<file path="src/rtl/fifo_arb_pkg.sv">
// Shared types and index helpers for the FIFO write-port arbiter.
package fifo_arb_pkg;

  typedef enum logic {
    ARB  = 1'b0,
    LOCK = 1'b1
  } arb_state_e;

  function automatic int idx_w(input int n);
    return (n < 2) ? 1 : $clog2(n);
  endfunction

  // Modulo-n increment by explicit compare, no divider.
  function automatic int next_idx(input int i, input int n);
    return (i == n - 1) ? 0 : i + 1;
  endfunction

endpackage

</file>
<file path="src/rtl/fifo_rr_picker.sv">
// Combinational rotating priority encoder: first active request at or after start.
module fifo_rr_picker
  import fifo_arb_pkg::*;
#(
  parameter int N  = 4,
  parameter int IW = idx_w(N)
) (
  input  logic [N-1:0]  req,
  input  logic [IW-1:0] start,
  output logic          valid,
  output logic [N-1:0]  onehot,
  output logic [IW-1:0] idx
);

  logic [IW-1:0] cand [N];
  logic [N-1:0]  hit;

  generate
    for (genvar gi = 0; gi < N; gi++) begin : g_cand
      logic [IW:0] sum;
      assign sum       = {1'b0, start} + (IW+1)'(gi);
      assign cand[gi]  = (sum >= (IW+1)'(N)) ? IW'(sum - (IW+1)'(N)) : sum[IW-1:0];
      assign hit[gi]   = req[cand[gi]];
    end
  endgenerate

  // Walk offsets high to low so the smallest offset wins.
  always_comb begin
    valid = 1'b0;
    idx   = '0;
    for (int k = N - 1; k >= 0; k--) begin
      if (hit[k]) begin
        valid = 1'b1;
        idx   = cand[k];
      end
    end
  end

  generate
    for (genvar gi = 0; gi < N; gi++) begin : g_onehot
      assign onehot[gi] = valid && (idx == IW'(gi));
    end
  endgenerate

endmodule

</file>
<file path="src/rtl/fifo_wr_arbiter.sv">
// Round-robin, burst-locked sharer of one FIFO write port; zero-latency grants.
// Optional per-requester beat counters when FIFO_ARB_STATS_EN is defined.
module fifo_wr_arbiter
  import fifo_arb_pkg::*;
#(
  parameter int N_REQ      = 4,
  parameter int DATA_WIDTH = 6,
  parameter int MAX_BURST  = 4,
  parameter int CNT_W      = 16
) (
  input  logic                        clk,
  input  logic                        rst_n,
  input  logic [N_REQ-1:0]            req,
  input  logic [N_REQ*DATA_WIDTH-1:0] req_data,
  output logic [N_REQ-1:0]            gnt,
  input  logic                        fifo_full,
  output logic                        fifo_wr_en,
  output logic [DATA_WIDTH-1:0]       fifo_data_in
`ifdef FIFO_ARB_STATS_EN
  ,
  output logic [N_REQ*CNT_W-1:0]      beat_cnt_o
`endif
);

  localparam int IW = idx_w(N_REQ);
  localparam int BW = $clog2(MAX_BURST + 1);

  arb_state_e    state_reg, state_next;
  logic [IW-1:0] owner_reg, owner_next;
  logic [IW-1:0] last_reg, last_next;
  logic [BW-1:0] bcnt_reg, bcnt_next;
  logic [BW-1:0] bcnt_inc;

  logic [IW-1:0]         start;
  logic                  pick_valid;
  logic [N_REQ-1:0]      pick_onehot;
  logic [IW-1:0]         pick_idx;
  logic                  lock_hold;
  logic                  win_valid;
  logic [IW-1:0]         win_idx;
  logic                  accept;
  logic [DATA_WIDTH-1:0] beat [N_REQ];

  generate
    for (genvar gi = 0; gi < N_REQ; gi++) begin : g_beat
      assign beat[gi] = req_data[gi*DATA_WIDTH +: DATA_WIDTH];
    end
  endgenerate

  // A dropped owner releases in the same cycle, searching from owner+1.
  always_comb begin
    lock_hold = (state_reg == LOCK) && req[owner_reg];
    if (state_reg == LOCK)
      start = IW'(next_idx(int'(owner_reg), N_REQ));
    else
      start = IW'(next_idx(int'(last_reg), N_REQ));
  end

  fifo_rr_picker #(
    .N  (N_REQ),
    .IW (IW)
  ) u_picker (
    .req    (req),
    .start  (start),
    .valid  (pick_valid),
    .onehot (pick_onehot),
    .idx    (pick_idx)
  );

  assign win_valid    = lock_hold || pick_valid;
  assign win_idx      = lock_hold ? owner_reg : pick_idx;
  assign accept       = rst_n && win_valid && !fifo_full;
  assign fifo_wr_en   = accept;
  assign fifo_data_in = accept ? beat[win_idx] : '0;

  generate
    for (genvar gi = 0; gi < N_REQ; gi++) begin : g_gnt
      assign gnt[gi] = accept && (win_idx == IW'(gi));
    end
  endgenerate

  assign bcnt_inc = bcnt_reg + 1'b1;

  // A full FIFO freezes everything so an interrupted burst resumes intact.
  always_comb begin
    state_next = state_reg;
    owner_next = owner_reg;
    last_next  = last_reg;
    bcnt_next  = bcnt_reg;
    if (!fifo_full) begin
      if (lock_hold) begin
        if (bcnt_inc == BW'(MAX_BURST)) begin
          state_next = ARB;
          last_next  = owner_reg;
          bcnt_next  = '0;
        end else begin
          bcnt_next  = bcnt_inc;
        end
      end else begin
        if (state_reg == LOCK) begin
          state_next = ARB;
          last_next  = owner_reg;
          bcnt_next  = '0;
        end
        if (accept) begin
          owner_next = win_idx;
          bcnt_next  = BW'(1);
          if (MAX_BURST == 1 || state_reg == LOCK)
            last_next = win_idx;
          state_next = (MAX_BURST == 1) ? ARB : LOCK;
        end
      end
    end
  end

  always_ff @(posedge clk) begin
    if (!rst_n) begin
      state_reg <= ARB;
      owner_reg <= '0;
      last_reg  <= IW'(N_REQ - 1);
      bcnt_reg  <= '0;
    end else begin
      state_reg <= state_next;
      owner_reg <= owner_next;
      last_reg  <= last_next;
      bcnt_reg  <= bcnt_next;
    end
  end

`ifdef FIFO_ARB_STATS_EN
  generate
    for (genvar gi = 0; gi < N_REQ; gi++) begin : g_stats
      logic [CNT_W-1:0] cnt_reg;
      always_ff @(posedge clk) begin
        if (!rst_n)
          cnt_reg <= '0;
        else if (gnt[gi] && (cnt_reg != {CNT_W{1'b1}}))
          cnt_reg <= cnt_reg + 1'b1;
      end
      assign beat_cnt_o[gi*CNT_W +: CNT_W] = cnt_reg;
    end
  endgenerate
`endif

endmodule

</file>
<file path="config.mk">
export PLATFORM = sky130hd
export DESIGN_NAME = fifo_wr_arbiter
export DESIGN_NICKNAME = d
export VERILOG_FILES = /design/src/rtl/fifo_arb_pkg.sv /design/src/rtl/fifo_rr_picker.sv /design/src/rtl/fifo_wr_arbiter.sv
export SDC_FILE = /design/constraint.sdc
export NUM_CORES = 1
export LEC_CHECK = 0
export ABC_AREA = 1
export CAP_MARGIN = 25
export CORE_MARGIN = 4
export CORE_UTILIZATION = 48
export CTS_CLUSTER_SIZE = 20
export DETAILED_ROUTE_END_ITERATION = 7
export GPL_TIMING_DRIVEN = 1
export PLACE_DENSITY_LB_ADDON = 0.2
export SLEW_MARGIN = 20
export SYNTH_ARGS = -nofsm -noshare
export SYNTH_HDL_FRONTEND = slang
export SYNTH_HIERARCHICAL = 1
export SYNTH_SLANG_ARGS = --single-unit
</file>
<file path="constraint.sdc">
create_clock -name clk -period 8.3 [get_ports clk]
set_input_delay 1.66 -clock clk [delete_from_list [all_inputs] [get_ports clk]]
set_output_delay 1.66 -clock clk [all_outputs]
set_load 0.01 [all_outputs]
</file>
Word level (Yosys, flattened, before mapping)
Index checks and enable logic that the tools add are counted.
{ "classes": {"addsub": 10, "n_lt_le_gt_ge": 10, "eq_ne": 7, "muxes": 42, "bitwise": 3, "reduce_logical": 14} }
{ "ops": {"columns": ["operator", "count"], "rows": [
  ["$mux 2", 17],
  ["$mux 6", 3],
  ["$lt 2x3->1 const B", 5],
  ["$bmux 6 s2", 1],
  ["$ge 3x3->1 const B", 4],
  ["$mux 1", 12],
  ["$mux 3", 4],
  ["$bmux 1 s2", 5],
  ["$sub 2x1->2 const B", 4],
  ["$logic_and 1x1->1", 7],
  ["$add 2x2->3 const B", 2],
  ["$eq 2x1->1 const B", 3],
  ["$add 2x1->2 const B", 2],
  ["$eq 2x2->1 const B", 2],
  ["$reduce_and 2->1", 2],
  ["$add 2x1->3 const B", 1],
  ["$add 3x1->3 const B", 1],
  ["$eq 3x3->1 const B", 1],
  ["$ge 2x3->1 const B", 1],
  ["$not 2->3", 1],
  ["$reduce_and 3->1", 1],
  ["$reduce_bool 3->1", 1],
  ["$logic_not 2->1", 1],
  ["$ne 2x1->1 const B", 1],
  ["other kinds (3)", 4]
]} }
{ "totals": {"register_bits": 8, "input_bits": 31, "wordCells": 90} }

Logic depth before layout (Yosys ltp)
{ "depth": {"depth_word": 18, "ltp_mapped": 19, "depth_no_buf": 17} }

Modules after synthesis
Netlist, hierarchy kept.
{ "by_module_without_submodules": {"columns": ["mod", "instances", "cells_each", "area_per_inst_um2", "seq_area_each_um2"], "rows": [
  ["fifo_wr_arbiter", 1, 157, 899.6, 160.2],
  ["fifo_rr_picker", 1, 55, 241.5, 0.0]
]} }

Worst setup path before layout
Ideal clock, no wire load.
{ "synth_path": {"kind": "input to output", "startpoint": "input req[0]", "endpoint": "output gnt[3]", "arrival_time_ns": 2.880, "required_time_ns": 6.640, "setup_slack_ns": 3.760, "stages": 13, "n_path_buf": 1, "path_cell_list": "inv_1 -> o21ai_1 -> nand2_1 -> nand2_1 -> inv_1 -> nand2_1 -> nand2_1 -> nand2_2 -> nand2_4 -> nand2_4 -> buf_6 -> inv_1 -> nor3_1"} }
{ "synth_via": {"elab_cells_between_ends": 25, "classes_between": "eq/ne (1); mux (19); reduce/logical (5)"} }
{ "synth_rtl": {"columns": ["item", "line_no", "rtl"], "rows": [
  ["start, declared", "fifo_wr_arbiter.sv:13", "input logic [N_REQ-1:0] req,"],
  ["$bmux 1 s2", "fifo_rr_picker.sv:23", "assign hit[gi] = req[cand[gi]];"],
  ["$mux 1 (not written as such)", "fifo_rr_picker.sv:23", null],
  ["$mux 2 (3 in series)", "fifo_rr_picker.sv:32", "if (hit[k]) begin"],
  ["$mux 2 (*)", "fifo_rr_picker.sv:32", null],
  ["net pick_idx[0]", "fifo_wr_arbiter.sv:37", "logic [IW-1:0] pick_idx;"],
  ["$mux 2 (*)", "fifo_wr_arbiter.sv:71", "assign win_idx = lock_hold ? owner_reg : pick_idx;"],
  ["$eq 2x2->1 (*)", "fifo_wr_arbiter.sv:78", "assign gnt[gi] = accept && (win_idx == IW'(gi));"],
  ["$logic_and 1x1->1 (*)", "fifo_wr_arbiter.sv:78", null],
  ["end, declared", "fifo_wr_arbiter.sv:15", "output logic [N_REQ-1:0] gnt,"]
]} }
Mark *: on every way through the listed nets, which the timed path passes. The rest lies on a longest branch. The select of a mux whose other input is x is not followed.

Worst setup path after layout
{ "layout_path": {"startpoint": "input req[2]", "endpoint": "output fifo_data_in[1]"} }
{ "layout_via": {"elab_chain_len": 12, "elab_cells_between_ends": 28, "classes_between": "mux (23); bitwise (1); reduce/logical (4)"} }
{ "layout_rtl": {"columns": ["item", "line_no", "rtl"], "rows": [
  ["$bmux 1 s2", "fifo_rr_picker.sv:23", null],
  ["$mux 1 (not written as such)", "fifo_rr_picker.sv:23", null],
  ["$mux 2 (3 in series)", "fifo_rr_picker.sv:32", null],
  ["$mux 2 (*)", "fifo_rr_picker.sv:32", null],
  ["net pick_idx[0]", "fifo_wr_arbiter.sv:37", null],
  ["$mux 2 (*)", "fifo_wr_arbiter.sv:71", null],
  ["$not 2->3 (not written as such) (*)", "fifo_wr_arbiter.sv:74", "assign fifo_data_in = accept ? beat[win_idx] : '0;"],
  ["$bmux 6 s2 (*)", "fifo_wr_arbiter.sv:74", null],
  ["$mux 6 (not written as such) (*) (2 in series)", "fifo_wr_arbiter.sv:74", null],
  ["$mux 6 (*)", "fifo_wr_arbiter.sv:74", null],
  ["end, declared", "fifo_wr_arbiter.sv:18", "output logic [DATA_WIDTH-1:0] fifo_data_in"]
]} }
Marks and branches as above.

==> results.txt <==
core area - 2210 um2
Setup-failing EPs final - 0
Post-DP HPWL - 2380 um
die area - 3140 um2
Clock Path Buffers - 2
unrepaired setup endpoints after global routing - false
number of diodes - 0
# DRC - 0
CTS H-Tree Depth - 1
IO Port Bufs - 41
Nets - 279
Core Rows - 17
Max Cap Viol - 0
crit end category - output port
static leakage - 0.786 nW
Synth Net Count - 239
Tmin final - 5.70 ns
clk sinks - 8
initial drt markers - 31
largest net degree at the start of global routing - 17
number of setup buffers added after CTS - 0
Mapped Area - 1110 um2
area delta synth->final - 38.0%
max reg flops - 3
Worst-path clk slew - 0.05 ns
total number of vias - 1341
Reg2Reg Launch Point - last_reg[0]
drt via density - 4.97
drt pass-1 iters - 4
Post-Syn Instances - 204
first-pass GRT wire length - 5100 um
Detail Route Antenna Nets - 0
crit path DAT - 4.04 ns
grt total ovfl - 0
worst min-delay path class - reg -> reg
CP startpoint - req[2]
Final Skew - 0.000909 ns
cts-stage hold buffer count - 0
GP Congestion - 0.807
peak supply drop - 0.000104 V
die height - 56.1 um
fin. max-slew vios - 0
TritonCTS clock tree - yes
initial antenna violation count - 0
Crit path required time - 6.64 ns
Setup TNS Final - 0 ns
num ports - 42
PwrDens - 144 nW/um2
status - finished, final reports clean
Worst Tran Pin Value - 0.489 ns
Initial Utilization - 50.1%
Horiz. Die Dim - 56.1 um
Final period util - 68.6%
Relative slew margins - 67.3%
flop2flop setup slack - 5.90 ns
routed wire length - 2920 um
CTS buffer count - 3
number of global-route vias before repair - 1201
Tot Pwr - 220 uW
critical path type - in -> out
Peak Freq - 176 MHz
Hold WS - 0.523 ns
GRT Overall Usage - 19.5%
layout cell share with drive strength beyond 1 - 7.85%
Worst Path Max Fanout - 16
WL per Instance - 10.8 um
Avg Synthesized Cell Area - 5.43 um2
worst skew pair latency - 0.25 ns
Hold Crit Start - last_reg[1]
Root Buffer - clkbuf_4
post_cts resized - 0
Setup crit start kind - input port
Hold Vio Cnt, Final - 0
YS warnings - 6
==> worst max-delay path, stage by stage <==
cell and delay (ns):
clkdlybuf4s50_1 0.50, inv_1 0.06, o21ai_1 0.17, nand2_1 0.10
nand2_1 0.08, inv_1 0.05, nand2_1 0.07, nand2_1 0.06
nand2_2 0.09, nand2_4 0.11, nand2_4 0.18, nand2_1 0.07
nand2_1 0.06, nand2_1 0.04, a21oi_1 0.15, clkdlybuf4s50_1 0.58
==> path summary, 6_finish.rpt <==
path | endpoint | depth (start not counted)
max reg2reg | last_reg[0] | 15
max | fifo_data_in[1] | 16
min | last_reg[1] | 2
min reg2reg | last_reg[1] | 2
==> power breakdown <==
part           switching [mW]  internal (mW)  leakage (nW)
Clock                  0.0115         0.0164        0.0138
Combinational          0.0854         0.0608         0.706
Sequential            0.00406         0.0420        0.0660
==> layer usage <==
layer / track usage [%] / up-vias / part of all wire, %
li1: - / 725 / -
met1: 24.0 / 583 / 46
met2: 33.1 / 25 / 48
met3: 3.25 / 8 / 3.4
met4: 8.47 / 0 / 2.3
met5: 0 / - / 0
==> layout make-up <==
type                       instances  area (um2)
multi-input combinational        161         788
fill                             213         682
timing repair buffer              42         418
sequential                         8         160
inverter                          28         106
tap                               28        35.0
clock buffer                       3        22.5
==> metrics by stage <==
| stage | utilization [%] | cells | cell area [um2] | setup WS, ns |
|---|---|---|---|---|
| 4_1_cts | 69.2 | 270 | 1530 | 2.60 |
| 2_1_floorplan | - | 204 | 1110 | 3.82 |
| 6_report | 69.2 | 270 | 1530 | 2.60 |
| 3_5_place_dp | 68.2 | 267 | 1510 | 2.60 |
| 3_3_place_gp | 68.2 | 267 | 1510 | 2.64 |
| 5_1_grt | 69.2 | 270 | 1530 | 2.35 |
==> layout by cell type (no fill, tap or decap), drive strengths merged <==
cell type / instances
nor3: 4
inv: 27
nand2: 91
a21boi: 1
ha: 4
clkdlybuf4s50: 41
a21oi: 15
xnor2: 1
nand3: 27
nor2: 6
o32ai: 1
nand4: 1
or2: 1
clkinv: 1
o21ai: 8
clkbuf: 3
o211ai: 1
dfxtp: 8
buf: 1
(Power assumes the default switching activity.)
